$ cat config.mk
export PLATFORM = sky130hd
export DESIGN_NAME = prog_loader_flat
export DESIGN_NICKNAME = d
export VERILOG_FILES = /design/src/rtl/prog_loader_if.sv /design/src/rtl/prog_loader.sv /design/src/flat_wrapper.sv
export SDC_FILE = /design/constraint.sdc
export NUM_CORES = 1
export LEC_CHECK = 0
export CAP_MARGIN = 20
export CORE_MARGIN = 2
export CORE_UTILIZATION = 40
export DETAILED_ROUTE_END_ITERATION = 7
export PLACE_DENSITY = 0.64
export REMOVE_ABC_BUFFERS = 1
export SYNTH_ARGS = -nofsm -noshare
export SYNTH_HDL_FRONTEND = slang
export SYNTH_SLANG_ARGS = --single-unit
$ cat constraint.sdc
create_clock -name clk_i -period 4.9 [get_ports clk_i]
set_input_delay 0.735 -clock clk_i [delete_from_list [all_inputs] [get_ports clk_i]]
set_output_delay 0.735 -clock clk_i [all_outputs]
set_load 0.02 [all_outputs]
$ cat src/rtl/prog_loader_if.sv
// Loader bus bundle: host instruction stream, imem write port, core start/done and status.
// Latency: n/a (signal bundle only).
// Backpressure: in_valid/in_ready on the stream; imem and start are fire-and-forget.
//
// master: the loader (drives in_ready, imem_*, start and status outputs)
// slave : the environment (host stream source plus the core's done)
interface prog_loader_if #(
  parameter int IW = 9,
  parameter int AW = 8
);
  logic          in_valid;
  logic [IW-1:0] in_data;
  logic          in_last;
  logic          in_ready;
  logic          imem_we;
  logic [AW-1:0] imem_addr;
  logic [IW-1:0] imem_wdata;
  logic          start;
  logic          done;
  logic          busy;
  logic [AW:0]   load_count;
  logic [15:0]   run_cycles;
  logic          ok;
  logic          timeout_err;
  logic          overflow_err;

  modport master (
    input  in_valid, in_data, in_last, done,
    output in_ready, imem_we, imem_addr, imem_wdata, start,
           busy, load_count, run_cycles, ok, timeout_err, overflow_err
  );

  modport slave (
    output in_valid, in_data, in_last, done,
    input  in_ready, imem_we, imem_addr, imem_wdata, start,
           busy, load_count, run_cycles, ok, timeout_err, overflow_err
  );
endinterface

$ cat src/rtl/prog_loader.sv
// Program loader: streams instructions into imem from addr 0, pulses start, waits for done/timeout.
// Latency: accepted word is written the cycle after accept; start follows the last write by one cycle.
// Backpressure: in_ready high only in IDLE/LOAD/FINISH; held low from last word until the run ends.
//
// Ports: clk_i, reset_i (sync, active-high); bus (prog_loader_if.master) carries the stream,
// imem write port, start/done and the status outputs (busy, load_count, run_cycles, ok, errors).
module prog_loader #(
  parameter int IW           = 9,
  parameter int AW           = 8,
  parameter int START_CYCLES = 1,
  parameter int TIMEOUT      = 4096
) (
  input  logic          clk_i,
  input  logic          reset_i,
  prog_loader_if.master bus
);

  localparam logic [2:0] S_IDLE   = 3'd0;
  localparam logic [2:0] S_LOAD   = 3'd1;
  localparam logic [2:0] S_DRAIN  = 3'd2;
  localparam logic [2:0] S_PULSE  = 3'd3;
  localparam logic [2:0] S_WAIT   = 3'd4;
  localparam logic [2:0] S_FINISH = 3'd5;

  localparam logic [AW:0]  LAST_ADDR  = {1'b0, {AW{1'b1}}};
  localparam logic [15:0]  PULSE_LAST = 16'(START_CYCLES - 1);
  localparam logic [16:0]  TIMEOUT_L  = 17'(TIMEOUT);

  logic [2:0]    state_q, state_d;
  logic          in_ready_q, in_ready_d;
  logic          busy_q, busy_d;
  logic          we_q, we_d;
  logic [AW-1:0] addr_q, addr_d;
  logic [IW-1:0] wdata_q, wdata_d;
  logic          start_q, start_d;
  logic [15:0]   pulse_cnt_q, pulse_cnt_d;
  logic [AW:0]   load_cnt_q, load_cnt_d;
  logic [15:0]   run_q, run_d;
  logic          ok_q, ok_d;
  logic          to_q, to_d;
  logic          ovf_q, ovf_d;

  logic          accept;
  logic          first_word;
  logic [AW:0]   wr_base;
  logic          at_top;
  logic [16:0]   run_next;

  always_comb begin
    accept     = bus.in_valid && in_ready_q;
    // A word accepted in IDLE or FINISH starts a new program at address 0.
    first_word = (state_q == S_IDLE) || (state_q == S_FINISH);
    wr_base    = first_word ? '0 : load_cnt_q;
    at_top     = (wr_base == LAST_ADDR);
    run_next   = {1'b0, run_q} + 17'd1;

    state_d     = state_q;
    we_d        = 1'b0;
    addr_d      = addr_q;
    wdata_d     = wdata_q;
    start_d     = start_q;
    pulse_cnt_d = pulse_cnt_q;
    load_cnt_d  = load_cnt_q;
    run_d       = run_q;
    ok_d        = ok_q;
    to_d        = to_q;
    ovf_d       = ovf_q;

    case (state_q)
      S_IDLE, S_LOAD, S_FINISH: begin
        if (accept) begin
          we_d       = 1'b1;
          addr_d     = wr_base[AW-1:0];
          wdata_d    = bus.in_data;
          load_cnt_d = wr_base + 1'b1;
          if (first_word) begin
            ok_d  = 1'b0;
            to_d  = 1'b0;
            ovf_d = 1'b0;
            run_d = '0;
          end
          // The top address closes the program even without in_last; the pointer never wraps.
          if (bus.in_last || at_top) begin
            state_d = S_DRAIN;
          end else begin
            state_d = S_LOAD;
          end
          if (at_top && !bus.in_last) begin
            ovf_d = 1'b1;
          end
        end
      end
      S_DRAIN: begin
        // Final write is on the imem port this cycle; start only rises after it.
        state_d     = S_PULSE;
        start_d     = 1'b1;
        pulse_cnt_d = '0;
      end
      S_PULSE: begin
        if (pulse_cnt_q == PULSE_LAST) begin
          state_d = S_WAIT;
          start_d = 1'b0;
        end else begin
          pulse_cnt_d = pulse_cnt_q + 16'd1;
        end
      end
      S_WAIT: begin
        // done is checked first so it wins over a timeout in the same cycle.
        if (bus.done) begin
          state_d = S_FINISH;
          ok_d    = 1'b1;
        end else begin
          if (run_q != 16'hFFFF) begin
            run_d = run_q + 16'd1;
          end
          if (run_next >= TIMEOUT_L) begin
            state_d = S_FINISH;
            to_d    = 1'b1;
          end
        end
      end
      default: state_d = S_IDLE;
    endcase

    in_ready_d = (state_d == S_IDLE) || (state_d == S_LOAD) || (state_d == S_FINISH);
    busy_d     = !((state_d == S_IDLE) || (state_d == S_FINISH));
  end

  always_ff @(posedge clk_i) begin
    if (reset_i) begin
      state_q     <= S_IDLE;
      in_ready_q  <= 1'b1;
      busy_q      <= 1'b0;
      we_q        <= 1'b0;
      addr_q      <= '0;
      wdata_q     <= '0;
      start_q     <= 1'b0;
      pulse_cnt_q <= '0;
      load_cnt_q  <= '0;
      run_q       <= '0;
      ok_q        <= 1'b0;
      to_q        <= 1'b0;
      ovf_q       <= 1'b0;
    end else begin
      state_q     <= state_d;
      in_ready_q  <= in_ready_d;
      busy_q      <= busy_d;
      we_q        <= we_d;
      addr_q      <= addr_d;
      wdata_q     <= wdata_d;
      start_q     <= start_d;
      pulse_cnt_q <= pulse_cnt_d;
      load_cnt_q  <= load_cnt_d;
      run_q       <= run_d;
      ok_q        <= ok_d;
      to_q        <= to_d;
      ovf_q       <= ovf_d;
    end
  end

  assign bus.in_ready     = in_ready_q;
  assign bus.imem_we      = we_q;
  assign bus.imem_addr    = addr_q;
  assign bus.imem_wdata   = wdata_q;
  assign bus.start        = start_q;
  assign bus.busy         = busy_q;
  assign bus.load_count   = load_cnt_q;
  assign bus.run_cycles   = run_q;
  assign bus.ok           = ok_q;
  assign bus.timeout_err  = to_q;
  assign bus.overflow_err = ovf_q;

endmodule

$ cat src/flat_wrapper.sv
// flat-port wrapper written by rule: the top's interface ports become plain ports
module prog_loader_flat 
#(
  parameter int IW           = 9,
  parameter int AW           = 8,
  parameter int START_CYCLES = 1,
  parameter int TIMEOUT      = 4096
)
  (clk_i, reset_i, bus_in_valid, bus_in_data, bus_in_last, bus_done, bus_in_ready, bus_imem_we, bus_imem_addr, bus_imem_wdata, bus_start, bus_busy, bus_load_count, bus_run_cycles, bus_ok, bus_timeout_err, bus_overflow_err);
  prog_loader_if #(.IW(IW), .AW(AW)) bus_i ();
  input  logic clk_i;
  input  logic reset_i;
  input wire logic [$bits(bus_i.in_valid)-1:0] bus_in_valid;
  input wire logic [$bits(bus_i.in_data)-1:0] bus_in_data;
  input wire logic [$bits(bus_i.in_last)-1:0] bus_in_last;
  input wire logic [$bits(bus_i.done)-1:0] bus_done;
  output wire logic [$bits(bus_i.in_ready)-1:0] bus_in_ready;
  output wire logic [$bits(bus_i.imem_we)-1:0] bus_imem_we;
  output wire logic [$bits(bus_i.imem_addr)-1:0] bus_imem_addr;
  output wire logic [$bits(bus_i.imem_wdata)-1:0] bus_imem_wdata;
  output wire logic [$bits(bus_i.start)-1:0] bus_start;
  output wire logic [$bits(bus_i.busy)-1:0] bus_busy;
  output wire logic [$bits(bus_i.load_count)-1:0] bus_load_count;
  output wire logic [$bits(bus_i.run_cycles)-1:0] bus_run_cycles;
  output wire logic [$bits(bus_i.ok)-1:0] bus_ok;
  output wire logic [$bits(bus_i.timeout_err)-1:0] bus_timeout_err;
  output wire logic [$bits(bus_i.overflow_err)-1:0] bus_overflow_err;
  assign bus_i.in_valid = bus_in_valid;
  assign bus_i.in_data = bus_in_data;
  assign bus_i.in_last = bus_in_last;
  assign bus_i.done = bus_done;
  assign bus_in_ready = bus_i.in_ready;
  assign bus_imem_we = bus_i.imem_we;
  assign bus_imem_addr = bus_i.imem_addr;
  assign bus_imem_wdata = bus_i.imem_wdata;
  assign bus_start = bus_i.start;
  assign bus_busy = bus_i.busy;
  assign bus_load_count = bus_i.load_count;
  assign bus_run_cycles = bus_i.run_cycles;
  assign bus_ok = bus_i.ok;
  assign bus_timeout_err = bus_i.timeout_err;
  assign bus_overflow_err = bus_i.overflow_err;
  prog_loader #(.IW(IW), .AW(AW), .START_CYCLES(START_CYCLES), .TIMEOUT(TIMEOUT)) u_core (.clk_i(clk_i), .reset_i(reset_i), .bus(bus_i));
endmodule
# --- Yosys cells after proc, flatten, opt, wreduce, memory -nomap -nowiden ---
# Index checks and enable logic that the tools add are counted.
word_totals:
  ramBits: 0
  elab_cells: 85
  mem_count: 0
  latchBits: 0
  out_inout_bits: 49
  register_bits: 68
  rom_bits: 0
classes:
  n_reduce_logical: 24
  n_eq_ne: 17
  shift: 0
  n_lt_le_gt_ge: 1
  addsub: 4
  n_div: 0
  muxes: 25
  n_bitwise: 1
  multipliers: 0
ops:
  columns: ["cell", "n"]
  rows:
  - ["two-way mux 16 bit", 5]
  - ["case mux 16 bit (2 select lines)", 2]
  - ["adder 16 x 1 -> 16 bit, second input constant", 2]
  - ["adder 16 x 1 -> 17 bit, second input constant", 1]
  - ["greater-or-equal comparator 17 x 13 -> 1 bit, second input constant", 1]
  - ["logical NOT 16 bit", 1]
  - ["inequality test 16 bit, second input constant", 1]
  - ["two-way mux 3 bit", 4]
  - ["case mux 3 bit (4 select lines)", 1]
  - ["inequality test 2 x 1 -> 1 bit, second input constant", 5]
  - ["AND reduction 5 bit", 2]
  - ["adder 9 x 1 -> 9 bit, second input constant", 1]
  - ["== test 3 bit, second input constant", 3]
  - ["== test 9 x 8 -> 1 bit, second input constant", 1]
  - ["two-way mux 9 bit", 1]
  - ["two-way mux 1 bit", 8]
  - ["== test 3 x 1 -> 1 bit, second input constant", 2]
  - ["== test 3 x 2 -> 1 bit, second input constant", 2]
  - ["logical NOT 3 bit", 2]
  - ["inequality test 2 bit, second input constant", 3]
  - ["case mux 1 bit (2 select lines)", 3]
  - ["AND reduction 2 bit", 3]
  - ["nonzero test 2 bit", 3]
  - ["logical OR 1 bit", 5]
  - ["8 further kinds", 10]

# --- Logic depth before layout (Yosys ltp) ---
# Gate-level depths: netlist of run 1.
depth:
  ltp_word: 11
  ltp_mapped: 13
  depth_no_buf: 12

# --- Worst setup path after synthesis of run 1 ---
# Ideal clock, no wire load.
synth_path:
  kind: "register to register"
  start: "register u_core.state_q[2]"
  end: "register u_core.busy_q (netlist: u_core.bus.busy)"
  stages_incl_launch_ff: 14
  period_less_slack_ns: 2.812
  t_required_ns: 4.778
  path_slack_ns: 2.088
  arrival_ns: 2.690
  path_cell_list: "dfxtp_1 clkbuf_1 xor2_1 nand2b_1 and2_1 ha_1 nand3_1 nor3_1 ha_1 o211ai_1 a31oi_1 a2bb2oi_1 o21ai_2 a221o_1"
synth_via:
  elab_chain_cells: 11
  word_cells_on_any_way: 21
  cone_classes: "7 x eq/ne; 7 x mux; 7 x reduce/logical"
synth_rtl:
  columns: ["item", "line_no", "source"]
  rows:
  - ["from (decl)", "prog_loader.sv:29", "logic [2:0] state_q, state_d;"]
  - ["from (signal assigned)", "prog_loader.sv:145", "state_q <= state_d;"]
  - ["== test 3 bit / logical NOT 3 bit (equally long branches)", "prog_loader.sv:52", "first_word = (state_q == S_IDLE) || (state_q == S_FINISH);"]
  - ["logical OR 1 bit (*)", "prog_loader.sv:52", null]
  - ["two-way mux 9 bit (*)", "prog_loader.sv:53", "wr_base = first_word ? '0 : load_cnt_q;"]
  - ["net u_core.wr_base[1]", "prog_loader.sv:45", "logic [AW:0] wr_base;"]
  - ["== test 9 x 8 -> 1 bit (*)", "prog_loader.sv:54", "at_top = (wr_base == LAST_ADDR);"]
  - ["logical OR 1 bit (*)", "prog_loader.sv:83", "if (bus.in_last || at_top) begin"]
  - ["two-way mux 2 bit (*)", "prog_loader.sv:83", null]
  - ["two-way mux 3 bit (*)", "prog_loader.sv:71", "if (accept) begin"]
  - ["case mux 3 bit (4 select lines) (*)", "prog_loader.sv:69", "case (state_q)"]
  - ["== test 3 bit / logical NOT 3 bit (equally long branches)", "prog_loader.sv:126", "busy_d = !((state_d == S_IDLE) || (state_d == S_FINISH));"]
  - ["logical OR 1 bit (*)", "prog_loader.sv:126", null]
  - ["logical NOT 1 bit (*)", "prog_loader.sv:126", null]
  - ["to (signal assigned)", "prog_loader.sv:147", "busy_q <= busy_d;"]
  - ["to (decl)", "prog_loader.sv:31", "logic busy_q, busy_d;"]
# Mark *: on every way through the listed nets, which the timed path passes. The rest lies on a longest branch.
# A chain may end at the register's enable or synchronous reset.

# --- Final worst setup path of run 1 ---
# Same ends and word-level chain as after synthesis.

==> Implementation_results.wiki, run 1 <==
{| class="wikitable"
! Metric !! Value
|-
| Multi-input gate area in the final layout || 1850 um^2
|-
| Required arrival time at the worst endpoint || 5.13 ns
|-
| Initial standard-cell utilization of the core || 41.1%
|-
| Leakage Power || 1.50 nW
|-
| Buffers inserted by post-CTS timing repair || 0
|-
| Initial DRT Pass Iterations || 4
|-
| Most area-hungry cell type in the Yosys netlist || sky130_fd_sc_hd__dfxtp_1
|-
| Critical path's slowest cell || sky130_fd_sc_hd__dfxtp_1
|-
| Antenna viol nets, final || 0
|-
| Standard cell core area || 8180 um^2
|-
| Per-cell routed wire length || 14.8 um
|-
| Antenna violations before repair || 0
|-
| Reg-to-reg critical path endpoint || u_core.bus.busy
|-
| Maximum number of pins on one net before global-route repair || 44
|-
| Combined area of all synthesized cells || 3360 um^2
|-
| Filler Cells Inserted || 817
|-
| CTS sink count || 68
|-
| Number of different library cells in the post-synthesis netlist || 62
|-
| Gate count of the mapped netlist || 409
|-
| Die Footprint || 9140 um^2
|-
| Number of hold violations in the final report || 0
|-
| Routed via count divided by cell count || 5.44
|-
| Deepest level of the CTS H-tree || 3
|-
| Global-route wire length before repair || 13800 um
|-
| Num ports || 63
|-
| Via count || 3122
|-
| Post-detailed-routing wire length || 8510 um
|-
| Storage element area || 1360 um^2
|-
| Hold-fix buffers at CTS || 0
|-
| Share of the synthesized area in the top cell type || 40.5%
|-
| Via count of the first global-routing pass || 2922
|-
| Crit path max fanout || 17
|-
| DR DRC count || 0
|-
| Maximum clock skew at final layout || 0.00860 ns
|-
| Synthesized flop and latch total || 68
|-
| Critical register-to-register path startpoint || u_core.state_q[2]
|-
| Height of the chip || 95.6 um
|-
| Max clock buf depth || 2
|-
| Flop2flop setup slack || 1.54 ns
|-
| Number of nets in the layout || 484
|-
| Instance area at placement || 4030 um^2
|-
| Endpoint arrival time on the critical path || 3.59 ns
|-
| Final Max Slew Viols || 0
|-
| Capture point of the critical path || u_core.bus.busy
|-
| Placed wire-length estimate after detailed placement || 5760 um
|-
| Critical path endpoint category || flip-flop
|-
| Number of I/O port buffers || 62
|-
| Signed area change from the synthesized netlist to the final layout || 26.3%
|-
| Worst-skew pair later-pin latency || 0.34 ns
|-
| Total overflow reported by the global router || 0
|-
| Startpoint types || flip-flop
|-
| EDFF count, synth || 0
|-
| Worst path depth || 12
|-
| Setup repair after global routing missed its margin || no
|-
| Diodes inserted || 0
|-
| Post-route standard cell area excluding fillers || 4240 um^2
|-
| Global router's overall resource usage || 19.0%
|-
| Fmax || 0.297 GHz
|-
| Most frequent cells after synthesis || 68 x sky130_fd_sc_hd__dfxtp_1, 58 x sky130_fd_sc_hd__nand2_1, 46 x sky130_fd_sc_hd__nor2_1
|-
| Clock edge transition at the registers on the reported setup and hold paths || 0.07 ns
|-
| Transition time at the pin with the least slew margin || 0.903 ns
|-
| Async set-or-reset flop fraction in the synthesized netlist || 0%
|-
| Class of the tightest hold or removal check || reg2reg
|-
| Final sum of negative setup slack || 0 ns
|-
| Library cell appearing most often on the critical path || sky130_fd_sc_hd__ha_1
|-
| Core Rows || 33
|-
| Die Width || 95.6 um
|-
| # resized after CTS || 0
|-
| Clock tree from TritonCTS || yes
|-
| Path type of the worst setup path || reg2reg
|-
| Synth top area cells || sky130_fd_sc_hd__dfxtp_1 41%, sky130_fd_sc_hd__nand2_1 6.5%, sky130_fd_sc_hd__nor2_1 5.1%, sky130_fd_sc_hd__a21oi_1 4.8%, sky130_fd_sc_hd__nand3_1 3.1%
|-
| TritonCTS buffer count || 9
|-
| Power density over the cells || 304 nW/um^2
|-
| Syn_area_per_cell || 8.21 um^2
|-
| Number of DRC violations after detailed-routing iteration 0 || 103
|-
| MaxCap Viol Count || 0
|-
| Library cell with the highest instance count after synthesis || sky130_fd_sc_hd__dfxtp_1
|-
| Reg2Reg Depth || 12
|-
| Number of failing setup endpoints in the final timing report || 0
|-
| Final Cycle Share || 68.7%
|-
| Worst slew margin relative to its limit || 39.8%
|-
| Sequential cell area fraction in the yosys report || 40.5%
|-
| Combined buffer and inverter count along the critical path || 0
|-
| Layout cell share with drive strength beyond 1 || 6.82%
|-
| Peak VDD IR || 0.000138 V
|-
| Cell family with most CP delay || compound AO/OA/AOI/OAI gates
|-
| Final critical delay including setup and external delays || 3.36 ns
|-
| Status || completed
|-
| Highest cell delay on the worst timing path || 0.67 ns
|-
| Hold Worst Slack || 0.457 ns
|-
| Start point of the critical path || u_core.state_q[2]
|-
| Cell at the root of the clock tree || sky130_fd_sc_hd__clkbuf_8
|-
| Synth Flop Type || sky130_fd_sc_hd__dfxtp_1
|-
| Final GP Congestion || 0.854
|-
| Yosys warnings || 0
|-
| Worst path cell trace || xor2_1, nand2b_1, and2_1, ha_1, nand3_1, nor3_1, ha_1, o211ai_1, a31oi_1, a2bb2oi_1, o21ai_2, a221o_1
|}
[state kept, by name, indices dropped and copies added, names as in the netlist]
| signal | count |
|---|---|
| u_core.state_q | 3 |
| u_core.bus.timeout_err | 1 |
| u_core.bus.imem_addr | 8 |
| u_core.bus.overflow_err | 1 |
| u_core.pulse_cnt_q | 16 |
| u_core.bus.imem_we | 1 |
| u_core.bus.ok | 1 |
| u_core.bus.imem_wdata | 9 |
| u_core.bus.start | 1 |
| u_core.bus.busy | 1 |
| u_core.bus.load_count | 9 |
| u_core.bus.run_cycles | 16 |
| u_core.bus.in_ready | 1 |
[per-stage QoR]
step           cells  util, %  setup slack (ns)  power (W)
2_1_floorplan    388        -              2.04   0.000706
3_3_place_gp     558     49.3              1.72   0.000789
3_5_place_dp     558     49.3              1.61   0.000791
4_1_cts          574     51.9              1.59    0.00130
5_1_grt          574     51.9              1.23    0.00135
6_report         574     51.9              1.54    0.00129
[final cells by class]
class / instances / area share (%)
Inverter: 12 / 1.06
Clock inverter: 5 / 1.77
Multi-Input combinational cell: 308 / 43.5
Tap cell: 105 / 3.10
Sequential cell: 68 / 32.1
Timing Repair Buffer: 65 / 15.2
Clock buffer: 11 / 3.33
[layer usage]
layer	track usage, %	part of all wire, %
met1	26.2	49
met5	0	0
met3	3.56	3.4
met2	30.0	46
met4	6.19	1.3
[worst min-delay path by stage]
stage	start	endpoint	slack [ns]	cells past startpoint
2_1_floorplan	u_core.pulse_cnt_q[15]	u_core.pulse_cnt_q[15]	0.48	2
3_3_place_gp	u_core.bus.imem_addr[5]	u_core.bus.imem_addr[5]	0.44	2
3_5_place_dp	u_core.bus.imem_addr[6]	u_core.bus.imem_addr[6]	0.45	2
4_1_cts	u_core.bus.imem_addr[5]	u_core.bus.imem_addr[5]	0.46	2
5_1_grt	u_core.bus.imem_addr[0]	u_core.bus.imem_addr[0]	0.48	2
6_report	u_core.bus.imem_addr[5]	u_core.bus.imem_addr[5]	0.46	2
[where the power goes]
part	switching (W)	total [W]	internal, W
logic	0.000122	0.000192	0.0000701
clock network	0.000213	0.000511	0.000298
registers	0.0000195	0.000588	0.000569
total	0.000354	0.00129	0.000937
[logic make-up after synthesis]
family                   after synthesis  share of synthesized area, %
AO/OA/AOI/OAI                         90                          18.1
flip-flops                            68                          40.5
XOR/XNOR                              19                          4.96
adder cells (fa/ha/maj)                6                          2.24
multiplexers                           3                          1.27
AND/OR/NAND/NOR                      190                          28.4
buffers and inverters                 33                          4.51
[cell usage in the layout, fill, tap and decap left out, types with 7 or more instances in the layout]
cell type	n
sky130_fd_sc_hd__nand2_1	58
sky130_fd_sc_hd__xnor2_1	10
sky130_fd_sc_hd__o21ai_0	12
sky130_fd_sc_hd__nand3_1	21
sky130_fd_sc_hd__inv_1	12
sky130_fd_sc_hd__o2111ai_1	9
sky130_fd_sc_hd__dfxtp_1	68
sky130_fd_sc_hd__a21oi_1	32
sky130_fd_sc_hd__xor2_1	9
sky130_fd_sc_hd__nand4_1	12
sky130_fd_sc_hd__nor3_1	7
sky130_fd_sc_hd__nor4_1	7
sky130_fd_sc_hd__clkbuf_8	10
sky130_fd_sc_hd__nor2_1	46
sky130_fd_sc_hd__clkdlybuf4s50_1	62
[worst reg2reg max path, stage by stage (launching register included)]
cell                        delay (ns)
sky130_fd_sc_hd__dfxtp_1          0.67
sky130_fd_sc_hd__xor2_1           0.34
sky130_fd_sc_hd__nand2b_1         0.31
sky130_fd_sc_hd__and2_1           0.21
sky130_fd_sc_hd__ha_1             0.23
sky130_fd_sc_hd__nand3_1          0.10
sky130_fd_sc_hd__nor3_1           0.18
sky130_fd_sc_hd__ha_1             0.23
sky130_fd_sc_hd__o211ai_1         0.11
sky130_fd_sc_hd__a31oi_1          0.23
sky130_fd_sc_hd__a2bb2oi_1        0.25
sky130_fd_sc_hd__o21ai_2          0.08
sky130_fd_sc_hd__a221o_1          0.31
(Power assumes the default switching activity.)
==> run 2: changes to the inputs <==
==> constraint.sdc (replaced) <==
create_clock -name clk_i -period 3.1 [get_ports clk_i]
set_input_delay 0.465 -clock clk_i [delete_from_list [all_inputs] [get_ports clk_i]]
set_output_delay 0.465 -clock clk_i [all_outputs]
set_load 0.02 [all_outputs]
==> run 2 against run 1 <==
Routed wire length grew 0.26%. Critical endpoint unchanged. Via count grew 1.3%. Non-clock buffer count grew 9. Register-to-register slack lost 1.3 ns. Critical path depth is the same. Power grew 47%. Combinational power grew 73%. Cell count grew 1.6%. Fmax grew 19%. Highest routed layer unchanged. Sequential power grew 56%. Hold slack lost 0.0019 ns. Clock skew is essentially flat.
==> Implementation_results.wiki, run 2 (synthesis gave the netlist of run 1 again) <==
{| class="wikitable"
! Metric !! Value
|-
| Post-route standard cell area excluding fillers || 4260 um^2 (was 4240 um^2)
|-
| Setup repair after global routing missed its margin || no (unchanged)
|-
| Path type of the worst setup path || reg2reg (unchanged)
|-
| Hold-fix buffers at CTS || 0 (unchanged)
|-
| Placed wire-length estimate after detailed placement || 5850 um (was 5760 um)
|-
| Num ports || 63 (unchanged)
|-
| Worst Slack Setup Final || 0.277 ns (was 1.54 ns)
|-
| Final sum of negative setup slack || 0 ns (unchanged)
|-
| Start point of the critical path || u_core.state_q[2] (unchanged)
|-
| CTS sink count || 68 (unchanged)
|-
| Critical register-to-register path startpoint || u_core.state_q[2] (unchanged)
|-
| Final Cycle Share || 91.1% (was 68.7%)
|-
| Startpoint types || flip-flop (unchanged)
|-
| Antenna violations before repair || 0 (unchanged)
|-
| Global router's overall resource usage || 19.5% (was 19.0%)
|-
| Deepest level of the CTS H-tree || 3 (unchanged)
|-
| Fmax || 0.354 GHz (was 0.297 GHz)
|-
| Per-cell routed wire length || 14.6 um (was 14.8 um)
|-
| Antenna viol nets, final || 0 (unchanged)
|-
| Highest-count cells in the layout ignoring fill and taps || 68 x sky130_fd_sc_hd__dfxtp_1, 62 x sky130_fd_sc_hd__clkdlybuf4s50_1, 58 x sky130_fd_sc_hd__nand2_1 (unchanged)
|-
| Initial DRT Pass Iterations || 5 (was 4)
|-
| # resized after CTS || 0 (unchanged)
|-
| Routed via count divided by cell count || 5.43 (was 5.44)
|-
| Critical path endpoint category || flip-flop (unchanged)
|-
| Core Rows || 33 (unchanged)
|-
| Status || completed (unchanged)
|-
| Required arrival time at the worst endpoint || 3.33 ns (was 5.13 ns)
|-
| Clock tree from TritonCTS || yes (unchanged)
|-
| Final GP Congestion || 0.834 (was 0.854)
|-
| MaxCap Viol Count || 0 (unchanged)
|-
| Peak VDD IR || 0.000232 V (was 0.000138 V)
|-
| Reg2Reg Depth || 12 (unchanged)
|-
| Cell at the root of the clock tree || sky130_fd_sc_hd__clkbuf_8 (unchanged)
|-
| Max clock buf depth || 2 (unchanged)
|-
| Instance area at placement || 4090 um^2 (was 4030 um^2)
|-
| Filler Cells Inserted || 793 (was 817)
|-
| Number of failing setup endpoints in the final timing report || 0 (unchanged)
|-
| Buffers inserted by post-CTS timing repair || 0 (unchanged)
|-
| TritonCTS buffer count || 9 (unchanged)
|-
| Power density over the cells || 445 nW/um^2 (was 304 nW/um^2)
|-
| Class of the tightest hold or removal check || reg2reg (unchanged)
|-
| Number of I/O port buffers || 62 (unchanged)
|-
| Multi-input gate area in the final layout || 1850 um^2 (unchanged)
|-
| Diodes inserted || 0 (unchanged)
|-
| Final critical delay including setup and external delays || 2.82 ns (was 3.36 ns)
|-
| Capture point of the critical path || u_core.bus.busy (unchanged)
|-
| Worst slack, placed || 0.331 ns (was 1.61 ns)
|-
| Worst slew margin relative to its limit || 60.5% (was 39.8%)
|-
| Height of the chip || 95.6 um (unchanged)
|-
| Clock edge transition at the registers on the reported setup and hold paths || 0.07 ns (about the same)
|-
| Hold Worst Slack || 0.455 ns (was 0.457 ns)
|-
| Transition time at the pin with the least slew margin || 0.593 ns (was 0.903 ns)
|-
| Standard cell core area || 8180 um^2 (unchanged)
|-
| Number of DRC violations after detailed-routing iteration 0 || 114 (was 103)
|-
| Non-filler cells, final || 583 (was 574)
|-
| Crit path max fanout || 7 (was 17)
|-
| Total overflow reported by the global router || 0 (unchanged)
|-
| Number of hold violations in the final report || 0 (unchanged)
|-
| Layout cell share with drive strength beyond 1 || 8.37% (was 6.82%)
|-
| Total placed cells including tap cells || 567 (was 558)
|-
| Die Footprint || 9140 um^2 (unchanged)
|-
| Endpoint arrival time on the critical path || 3.05 ns (was 3.59 ns)
|-
| Global-route wire length before repair || 13900 um (was 13800 um)
|-
| DR DRC count || 0 (unchanged)
|-
| Post-detailed-routing wire length || 8530 um (was 8510 um)
|-
| Via count of the first global-routing pass || 2903 (was 2922)
|-
| Initial standard-cell utilization of the core || 41.1% (unchanged)
|-
| Via count || 3164 (was 3122)
|-
| Most common library cell in the layout ignoring fill and taps || sky130_fd_sc_hd__dfxtp_1 (unchanged)
|-
| Final Max Slew Viols || 0 (unchanged)
|-
| Storage element area || 1360 um^2 (unchanged)
|-
| Flop2flop setup slack || 0.28 ns (was 1.54 ns)
|-
| Reg-to-reg critical path endpoint || u_core.bus.busy (unchanged)
|-
| Number of nets in the layout || 493 (was 484)
|-
| Worst-skew pair later-pin latency || 0.34 ns (about the same)
|-
| Leakage Power || 1.51 nW (was 1.50 nW)
|-
| Signed area change from the synthesized netlist to the final layout || 27.0% (was 26.3%)
|-
| Maximum clock skew at final layout || 0.00907 ns (was 0.00860 ns)
|-
| Die Width || 95.6 um (unchanged)
|-
| Maximum number of pins on one net before global-route repair || 43 (was 44)
|}
[run 2: cell type report]
| cell class | count | share of cell area (%) |
|---|---|---|
| sequential | 68 | 31.9 |
| timing repair buffer | 74 | 16.7 |
| inverter | 12 | 1.06 |
| multi-input combinational | 308 | 43.3 |
| tap | 105 | 3.08 |
| clock inverter | 4 | 0.587 |
| clock buffer | 12 | 3.40 |
[run 2: power breakdown]
group	internal, W	switching (W)	leakage [nW]
Combinational	0.000126	0.000205	0.877
Clock	0.000310	0.000336	0.0824
Sequential	0.000899	0.0000194	0.551
[run 2: layer usage]
metal  up-vias  global-route usage (%)  share of wire [%]
met1      1488                    25.9                 48
met2        68                    30.9                 48
met4         0                    5.95               0.90
met5         -                       0                  0
li1       1600                       -                  -
met3         8                    5.45                3.7
[run 2: metrics by stage]
stage,utilization (%),power (W)
after floorplan,-,0.00112
after CTS,52.2,0.00192
after global routing,52.2,0.00200
final,52.2,0.00190
after detailed placement,50.1,0.00127
after global placement,50.1,0.00127
[run 2: worst min path at each step]
stage	start	endpoint	slack, ns	cells past startpoint
5_1_grt	u_core.bus.imem_wdata[4]	u_core.bus.imem_wdata[4]	0.48	2
4_1_cts	u_core.bus.imem_wdata[2]	u_core.bus.imem_wdata[2]	0.46	2
3_3_place_gp	u_core.bus.imem_addr[5]	u_core.bus.imem_addr[5]	0.44	2
6_report	u_core.bus.imem_wdata[2]	u_core.bus.imem_wdata[2]	0.46	2
2_1_floorplan	u_core.pulse_cnt_q[15]	u_core.pulse_cnt_q[15]	0.48	2
3_5_place_dp	u_core.bus.imem_wdata[2]	u_core.bus.imem_wdata[2]	0.45	2
[run 2: critical path: stages (launching register included)]
cell,delay [ns]
sky130_fd_sc_hd__dfxtp_1,0.35
sky130_fd_sc_hd__xor2_1,0.17
sky130_fd_sc_hd__nand2b_1,0.29
sky130_fd_sc_hd__and2_1,0.19
sky130_fd_sc_hd__ha_1,0.23
sky130_fd_sc_hd__nand3_1,0.10
sky130_fd_sc_hd__nor3_1,0.19
sky130_fd_sc_hd__ha_1,0.22
sky130_fd_sc_hd__o211ai_1,0.10
sky130_fd_sc_hd__a31oi_1,0.23
sky130_fd_sc_hd__a2bb2oi_1,0.25
sky130_fd_sc_hd__o21ai_2,0.08
sky130_fd_sc_hd__a221o_1,0.31
==> run 3: changes to the inputs <==
--- a/config.mk
+++ b/config.mk
@@ -8,6 +8,7 @@
 export CAP_MARGIN = 20
 export CORE_MARGIN = 2
 export CORE_UTILIZATION = 40
+export CTS_CLUSTER_SIZE = 8
 export DETAILED_ROUTE_END_ITERATION = 7
 export PLACE_DENSITY = 0.64
 export REMOVE_ABC_BUFFERS = 1
==> results of run 3 <==
No change in the layout: final DEF, timing and power equal those of run 2.
